File: config.mk
export PLATFORM = sky130hd
export DESIGN_NAME = serial_subtractor
export DESIGN_NICKNAME = d
export VERILOG_FILES = /design/src/rtl/serial_subtractor.sv
export SDC_FILE = /design/constraint.sdc
export NUM_CORES = 1
export LEC_CHECK = 0
export ABC_CLOCK_PERIOD_IN_PS = 2150
export CORE_UTILIZATION = 51
export DETAILED_ROUTE_END_ITERATION = 10
export GPL_TIMING_DRIVEN = 1
export PLACE_DENSITY = 0.81
export SETUP_SLACK_MARGIN = 0.1
export SLEW_MARGIN = 20
export SYNTH_ARGS = -nofsm -noshare
export SYNTH_HDL_FRONTEND = slang
export SYNTH_SLANG_ARGS = --single-unit
File: constraint.sdc
create_clock -name clk -period 2.15 [get_ports clk]
set_clock_uncertainty 0.1 [all_clocks]
set_input_delay 0.43 -clock clk [delete_from_list [all_inputs] [get_ports clk]]
set_output_delay 0.43 -clock clk [all_outputs]
set_load 0.05 [all_outputs]
File: src/rtl/serial_subtractor.sv
// Bit-serial two's-complement subtractor: out = in0 - in1, one bit per clock, LSB first.
// A single full-subtractor cell and a borrow flop process the operands over WIDTH cycles.
// Ports:
//   clk, rst_n  clock and asynchronous active-low reset
//   start       request; accepted only in IDLE or DONE
//   in0, in1    minuend / subtrahend, captured on the accept edge
//   busy        high while the operation runs
//   done        one-cycle pulse when out/bout/zero carry a new result
//   out         difference modulo 2^WIDTH
//   bout        final borrow (in0 < in1, unsigned)
//   zero        high when out == 0
module serial_subtractor #(
    parameter int unsigned WIDTH = 8
) (
    input  logic             clk,
    input  logic             rst_n,
    input  logic             start,
    input  logic [WIDTH-1:0] in0,
    input  logic [WIDTH-1:0] in1,
    output logic             busy,
    output logic             done,
    output logic [WIDTH-1:0] out,
    output logic             bout,
    output logic             zero
);

    localparam int unsigned CNT_W = $clog2(WIDTH) + 1;

    typedef enum logic [1:0] {
        IDLE = 2'd0,
        RUN  = 2'd1,
        DONE = 2'd2
    } state_t;

    state_t             state, state_d;
    logic [WIDTH-1:0]   a, a_d;
    logic [WIDTH-1:0]   b, b_d;
    logic [WIDTH-1:0]   res, res_d;
    logic               brw, brw_d;
    logic [CNT_W-1:0]   cnt, cnt_d;
    logic [WIDTH-1:0]   out_d;
    logic               bout_d, zero_d, busy_d, done_d;

    // Full-subtractor cell on the current LSBs
    logic               diff_bit;
    logic               brw_next;
    logic [WIDTH-1:0]   res_shift;

    always_comb begin
        diff_bit  = a[0] ^ b[0] ^ brw;
        brw_next  = (~a[0] & b[0]) | (~(a[0] ^ b[0]) & brw);
        res_shift = {diff_bit, res[WIDTH-1:1]};
    end

    // State register and all datapath/output flops
    always_ff @(posedge clk or negedge rst_n) begin
        if (!rst_n) begin
            state <= IDLE;
            a     <= '0;
            b     <= '0;
            res   <= '0;
            brw   <= 1'b0;
            cnt   <= '0;
            out   <= '0;
            bout  <= 1'b0;
            zero  <= 1'b1;
            busy  <= 1'b0;
            done  <= 1'b0;
        end else begin
            state <= state_d;
            a     <= a_d;
            b     <= b_d;
            res   <= res_d;
            brw   <= brw_d;
            cnt   <= cnt_d;
            out   <= out_d;
            bout  <= bout_d;
            zero  <= zero_d;
            busy  <= busy_d;
            done  <= done_d;
        end
    end

    // Next-state and next-value logic
    always_comb begin
        state_d = state;
        a_d     = a;
        b_d     = b;
        res_d   = res;
        brw_d   = brw;
        cnt_d   = cnt;
        out_d   = out;
        bout_d  = bout;
        zero_d  = zero;

        case (state)
            IDLE, DONE: begin
                state_d = IDLE;
                if (start) begin
                    a_d     = in0;
                    b_d     = in1;
                    brw_d   = 1'b0;
                    cnt_d   = '0;
                    state_d = RUN;
                end
            end
            RUN: begin
                a_d   = a >> 1;
                b_d   = b >> 1;
                res_d = res_shift;
                brw_d = brw_next;
                cnt_d = cnt + CNT_W'(1);
                // Last bit processed this cycle: publish the result
                if (cnt == CNT_W'(WIDTH - 1)) begin
                    out_d   = res_shift;
                    bout_d  = brw_next;
                    zero_d  = (res_shift == '0);
                    state_d = DONE;
                end
            end
            default: state_d = IDLE;
        endcase

        // Status flags are registered copies of the upcoming state
        busy_d = (state_d == RUN);
        done_d = (state_d == DONE);
    end

endmodule

### After elaboration in Yosys (flattened, before gate mapping)

Cells that the tools add are included.

| word-level totals | value |
|---|---|
| bits of input ports | 19 |
| bits in registers | 43 |

| cells by class | value |
|---|---|
| reduce and logical (&&, ||, !) cells | 6 |
| bitwise operators | 7 |
| muxes and demuxes | 11 |
| equality and inequality tests | 6 |
| $add $sub $neg | 1 |

Operators with widths:

| kind | number |
|---|---|
| $pmux 8 s2 | 2 |
| $mux 8 | 2 |
| $logic_not 8->1 | 1 |
| $pmux 4 s2 | 1 |
| $add 4x1->4 const B | 1 |
| $eq 2x1->1 const B | 2 |
| $eq 2x2->1 const B | 2 |
| $eq 4x3->1 const B | 1 |
| $mux 4 | 1 |
| $pmux 2 s2 | 1 |
| $reduce_and 2->1 | 2 |
| $and 1x1->1 | 2 |
| $logic_not 2->1 | 1 |
| $mux 1 | 2 |
| $mux 2 | 1 |
| $ne 2x2->1 const B | 1 |
| $not 1->1 | 2 |
| $pmux 1 s2 | 1 |
| $reduce_bool 2->1 | 1 |
| $reduce_or 2->1 | 1 |
| $xor 1x1->1 | 2 |
| $or 1x1->1 | 1 |

### Logic depth before layout (Yosys ltp)

| logic depth | value |
|---|---|
| word-level depth | 5 |
| depth in mapped cells | 5 |
| mapped depth without buffers | 5 |

### Worst setup path before layout

Ideal clock, no wire load.

| timing | value |
|---|---|
| path kind | reg-to-reg |
| from | register cnt[0] |
| to | register out[0] |
| data required time | 1925 ps |
| period minus slack after synthesis | 1530 ps |
| library setup time | 125 ps |
| cell stages (with the launch flop) | 6 |
| arrival | 1305 ps |
| path slack | 620 ps |
| cells stage by stage | dfrtp_1 > ha_1 > nand2_1 > nor3_4 > buf_6 > mux2_4 |

| between the ends | value |
|---|---|
| cells in the longest elaborated chain, start to end | 2 |

RTL lines:

| item | RTL line | RTL |
|---|---|---|
| start, declared | 40 | `logic [CNT_W-1:0] cnt, cnt_d;` |
| start signal, assigned | 75 | `cnt <= cnt_d;` |
| $eq 4x3->1 | 114 | `if (cnt == CNT_W'(WIDTH - 1)) begin` |
| $reduce_and 2->1 (no source line) | n/a |  |
| end signal, assigned | 76 | `out <= out_d;` |
| end, declared | 22 | `output logic [WIDTH-1:0] out,` |

Every way passes these cells.
A chain may end at the register's enable or synchronous reset.

### Worst setup path after layout

| timing | value |
|---|---|
| from | register out[7] |
| to | output port out[7] |

No word-level cell between the ends.

==> metrics.csv <==
stage,metric,value,unit
run_status,status,finished clean,
cts,"Clk pin slew, worst setup/hold paths",0.12,ns
sta,FMAX,556,MHz
layout,Synth-to-Final Area Change,21.1,%
die,initial core utilization,53.4,%
die,Core Area,0.00334,mm2
cts,hold buffer count at CTS,0,
critical_path,reg2reg setup slack,0.46,ns
placement,GPL Wtd Cong,0.742,
sta,"Slew Viols, Final",0,
drt,Residual DRC,0,
synth,number of synthesized register bits,42,
layout,Final Util,64.7,%
placement,Detailed Place HPWL,2.35,mm
critical_path,r2r endpoint,out[4],
drt,DR WL/cell,14.6,um
synth,Synth Instances,157,
drt,first-pass detailed-route iteration total,4,
cts,Clock Latency Late Sink,0.36,ns
cts,total CTS buffers,5,
cts,CTS tree,done,
sta,WHS,0.0256,ns
die,die area,0.00374,mm2
global_routing,first-pass GRT wire length,5.38,mm
synth,Synth Flop Type,dfrtp_1,
global_routing,largest net degree at the start of global routing,43,
synth,Ys Warns,0,
critical_path,Critical Path Start Type,register,
sta,setup ws final,0.350,ns
global_routing,GRT Total Usage,20.4,%
pwr,Leak Pwr,1.07,nW
critical_path,Arrival @ worst endpoint,1.27,ns
sta,Final Hold Fails,0,
critical_path,Slowest cell on crit path,dlygate4sd2_1,
sta,TNS Setup,0,ns
synth,top cell type's share of synthesized area,57.5,%
die,# rows,21,
die,die width,61.1,um
critical_path,Bufs and invs on worst path,1,
cts,CTS sink count,42,
pwr,power per standard cell area,1510,mW/mm2
critical_path,CP Cell Sequence,dlygate4sd2_1,
synth,Synth cell types,28,
drt,WL final,3.44,mm
placement,DP Worst Slack,0.222,ns
hold_path,HP Class,in -> async,
global_routing,vias in the first global route,1228,
synth,Synth area leaders,"dfrtp_1 58%, nand2_1 8.2%, mux2_4 5.9%, a22oi_1 5.5%, nand3_1 3.6%",
sta,RSZ-0062 raised after global routing,no,
synth,"count leader, synth",dfrtp_1,
synth,asr flop ratio synth,100,%
sta,final number of setup-violating endpoints,0,
cts,clock buffer depth,2,
critical_path,Top delay family on crit path,buffers and inverters,
die,Ports,31,
critical_path,worst reg2reg path depth,5,
critical_path,CP Capture Type,primary output,
placement,PortBufs,30,
synth,"Cell Area, Synth",0.00178,mm2
critical_path,Crit Path Class,reg -> out,
synth,"Net Count, Synth",178,
synth,Commonest cells post-synth,"41 x dfrtp_1, 39 x nand2_1, 13 x a22oi_1, 13 x nand3_1, 7 x mux2_4",
synth,post-synth top area cell,dfrtp_1,
pwr,Worst VDD drop,0.653,mV
critical_path,CP max stage delay,0.53,ns
synth,Avg Inst Size Synth,11.4,um2
layout,Nets,209,
global_routing,gr ovfl total,0,
drt,Routed Antenna Nets,0,
synth,"Seq/Total Area, Yosys",59.0,%
pwr,total power,3.26,mW
sta,Tcrit/Tclk final,83.7,%
layout,n_diodes,0,
cts,Max H-tree Level,2,
critical_path,"Data required, critical path",1.62,ns
synth,Post-synth EDFFs,0,
cts,clk root buf,clkbuf_4,
layout,share of layout cells above drive strength 1,12.7,%
sta,Worst-Margin Slew,0.619,ns
drt,vias,1274,
die,Die Ht,61.1,um
drt,First DRT Iteration DRCs,54,
critical_path,worst-path fanout max,2,
global_routing,initial antenna violation count,0,
run,max-cap viol count,0,
critical_path,RR Startpoint,cnt[0],
sta,Rel. slew slack,58.7,%
sta,minimum clock period,1.80,ns
drt,Vias/cell,5.42,
-- state kept, by name, summed over array words and instances, names as in the netlist --
register and flops:
a 8, b 8, out 8, res 7, cnt 4, state 2
bout 1, brw 1, busy 1, done 1, zero 1
-- metal layers --
metal	global-route usage, %	up-vias	share of wire (%)	wire length, um
met3	7.14	6	4.8	166
li1	-	598	-	-
met5	0	-	0	0
met1	24.0	628	43	1480
met2	34.6	42	51	1740
met4	7.47	0	1.4	48
-- report_power, final --
part	internal, mW	switching [mW]
Clock	0.159	0.246
Sequential	1.14	0.235
Combinational	0.569	0.910
Total	1.87	1.39
-- area by class of cell --
type / instances / area, um2
Inverter: 4 / 15.0
Fill cell: 281 / 1180
Clock inverter: 1 / 5.00
Tap cell: 46 / 57.6
Sequential cell: 42 / 1050
Timing Repair Buffer: 35 / 324
Multi-Input combinational cell: 100 / 651
Clock buffer: 7 / 55.1
-- placed cells by master (no fill, tap or decap), types with 2 or more instances in the layout --
cell type / instances
a22o_1: 4
a22oi_1: 13
buf_4: 6
clkbuf_4: 5
clkdlybuf4s50_1: 17
dfrtp_1: 41
dlygate4sd2_1: 9
dlymetal6s2s_1: 2
inv_1: 4
mux2_4: 7
mux2i_1: 4
nand2_1: 39
nand2b_1: 2
nand3_1: 13
nor2_1: 2
nor2b_1: 2
nor3_1: 2
nor4_1: 2
-- through the flow --
step | area (um2) | std cells
floorplan | 1780 | 157
global placement | 2110 | 227
detailed placement | 2110 | 227
global route | 2160 | 235
finish | 2160 | 235
CTS | 2150 | 235
-- worst max-delay path by stage --
stage | cells after the start | startpoint | endpoint
after floorplan | 5 | cnt[0] | out[0]
after global placement | 5 | start | a[1]
after detailed placement | 4 | start | a[7]
after CTS | 1 | busy | busy
after global routing | 1 | out[5] | out[5]
final | 1 | out[7] | out[7]
-- timing repair --
item / CTS / global route
endpoints found under the setup margin: 9 / 2
buffers inserted: 0 / 0
gates resized for setup: 9 / 2
cloned: 0 / 0
-- logic make-up (layout without fill, tap and decap cells) --
logic type               count (synthesis)  in the layout  share of synthesized area [%]
AO/OA/AOI/OAI                           20             20                           8.77
XOR/XNOR                                 1              1                          0.491
adder cells (fa/ha/maj)                  2              2                           1.82
buffers and inverters                   15             47                           4.49
flip-flops                              42             42                           59.0
multiplexers                            12             12                           8.77
AND/OR/NAND/NOR                         65             65                           16.6
Note: power is estimated with default switching activity, not from simulation.
==> patch (same settings) <==
`WIDTH`: 8 -> 4.
--- a/src/rtl/serial_subtractor.sv
+++ b/src/rtl/serial_subtractor.sv
@@ -12,3 +12,3 @@
 module serial_subtractor #(
-    parameter int unsigned WIDTH = 8
+    parameter int unsigned WIDTH = 4
 ) (
Ports: changed (resized in0, in1 and out); port bits go from 31 to 19. No check against the original RTL was run, so the function may have changed too.
==> patch against the unedited design <==
Sequential cell count down 17; register-to-register slack got worse by 30 ps; design area down 36%; power fell by 35%; area after synthesis decreased by 35%; die area shrank 34%; wire length is 48% lower; clock power down 51%; first-iteration DRC count fell by 89%; core utilization increased by 2.8 points; setup slack worse by 200 ps; largest cell class unchanged.
==> patch: results (changes against the unedited design) <==
Placed design
  – RD Place Congestion: 0.693 (-6.6%)
  – Placed cell count: 137 (-40%)

Global route
  – First-pass GRT wire length: 3330 µm (-38%)
  – Largest net degree at the start of global routing: 26 (-40%)
  – Vias in the first global route: 804 (-35%)

Synth
  – Synth Net Count: 109 (-39%)
  – Most frequent cells after synthesis: dfrtp_1, mux2i_1, o21ai_0
  – Ranking of synthesized cells by area: dfrtp_1, mux2i_1, mux2_2, a211oi_1, mux2_4
  – Mean Syn Cell Area: 12.3 µm² (+8.1%)
  – Sequential area share after synthesis: 53.8% (-5.3 points)
  – Distinct cells, synth: 22 (-21%)

Floorplan
  – Tapcells: 27 (-41%)

Worst setup path
  – Arrival time worst endpoint: 1470 ps (+200 ps)
  – Slowest cell on the critical path: clkdlybuf4s50_1
  – Reg2reg end: zero
  – Worst reg2reg setup slack: 430 ps (-30 ps)
  – Reg2reg start: a[0]
  – Critical path origin: out[3]
  – FF-to-FF path depth: 3 (-2)

Power
  – P_clk: 0.000199 W (-51%)
  – Sequential power: 0.000865 W (-37%)
  – NetSw: 0.000852 W (-39%)
  – VDD IR max: 0.725 mV (+11%)
  – Leakage: 0.640 nW (-40%)

Clock tree
  – Cts repair resizes: 0 (-9)
  – Htree depth: 1 (-1)

Finish
  – Post-route cell area: 1390 µm² (-36%)
  – Multi-input combinational cell area: 485 µm² (-25%)
  – Fraction of layout cells with a size suffix above 1: 14.0% (+1.3 points)
  – Multi-input gate count: 60 (-40%)
  – Flip-flop and latch count: 25 (-40%)
  – Final Net Count: 129 (-38%)
  – Fillcell total: 159 (-43%)
  – Non-clock buffers: 20 (-43%)
  – Clock buffers and inverters, area share: 1.89% (-0.89 points)
  – Seq area share: 45.1% (-3.7 points)
  – Biggest regs: a: 4 flops, b: 4 flops, out: 4 flops

Timing
  – Slew @ Worst Pin: 577 ps (-41.5 ps)
  – Worst Slack Setup Final: 148 ps (-202 ps)

Drt
  – Met3 wire len: 69 µm (-58%)
  – DRT iter0 DRCs: 6 (-89%)
  – DR vias: 761 (-40%)

Run status
  – Outcome: finished clean
patch: cell count changes after synthesis, moves of 4 or more:
| cell | change |
|---|---|
| nand3_1 | -10 |
| a211oi_1 | +6 |
| clkbuf_1 | -4 |
| nand2_1 | -36 |
| o21ai_0 | +6 |
| mux2i_1 | +5 |
| mux2_2 | +4 |
| mux2_4 | -4 |
| nor2b_1 | +4 |
| a21oi_1 | +6 |
| dfrtp_1 | -17 |
| a22oi_1 | -13 |
patch: cell families after synthesis:
| family | Yosys count | share of synthesized area [%] |
|---|---|---|
| buffers and inverters | 10 | 4.61 |
| AOI/OAI and AO/OA | 23 | 12.1 |
| and+or+nand+nor | 17 | 9.23 |
| muxes | 17 | 16.4 |
| DFF | 25 | 53.8 |
| adders and majority gates | 3 | 3.86 |
patch: routing by layer:
metal / global-route usage, % / up-vias
li1: - / 376
met1: 20.8 / 365
met2: 31.5 / 18
met3: 2.78 / 2
met4: 7.14 / 0
met5: 0 / -
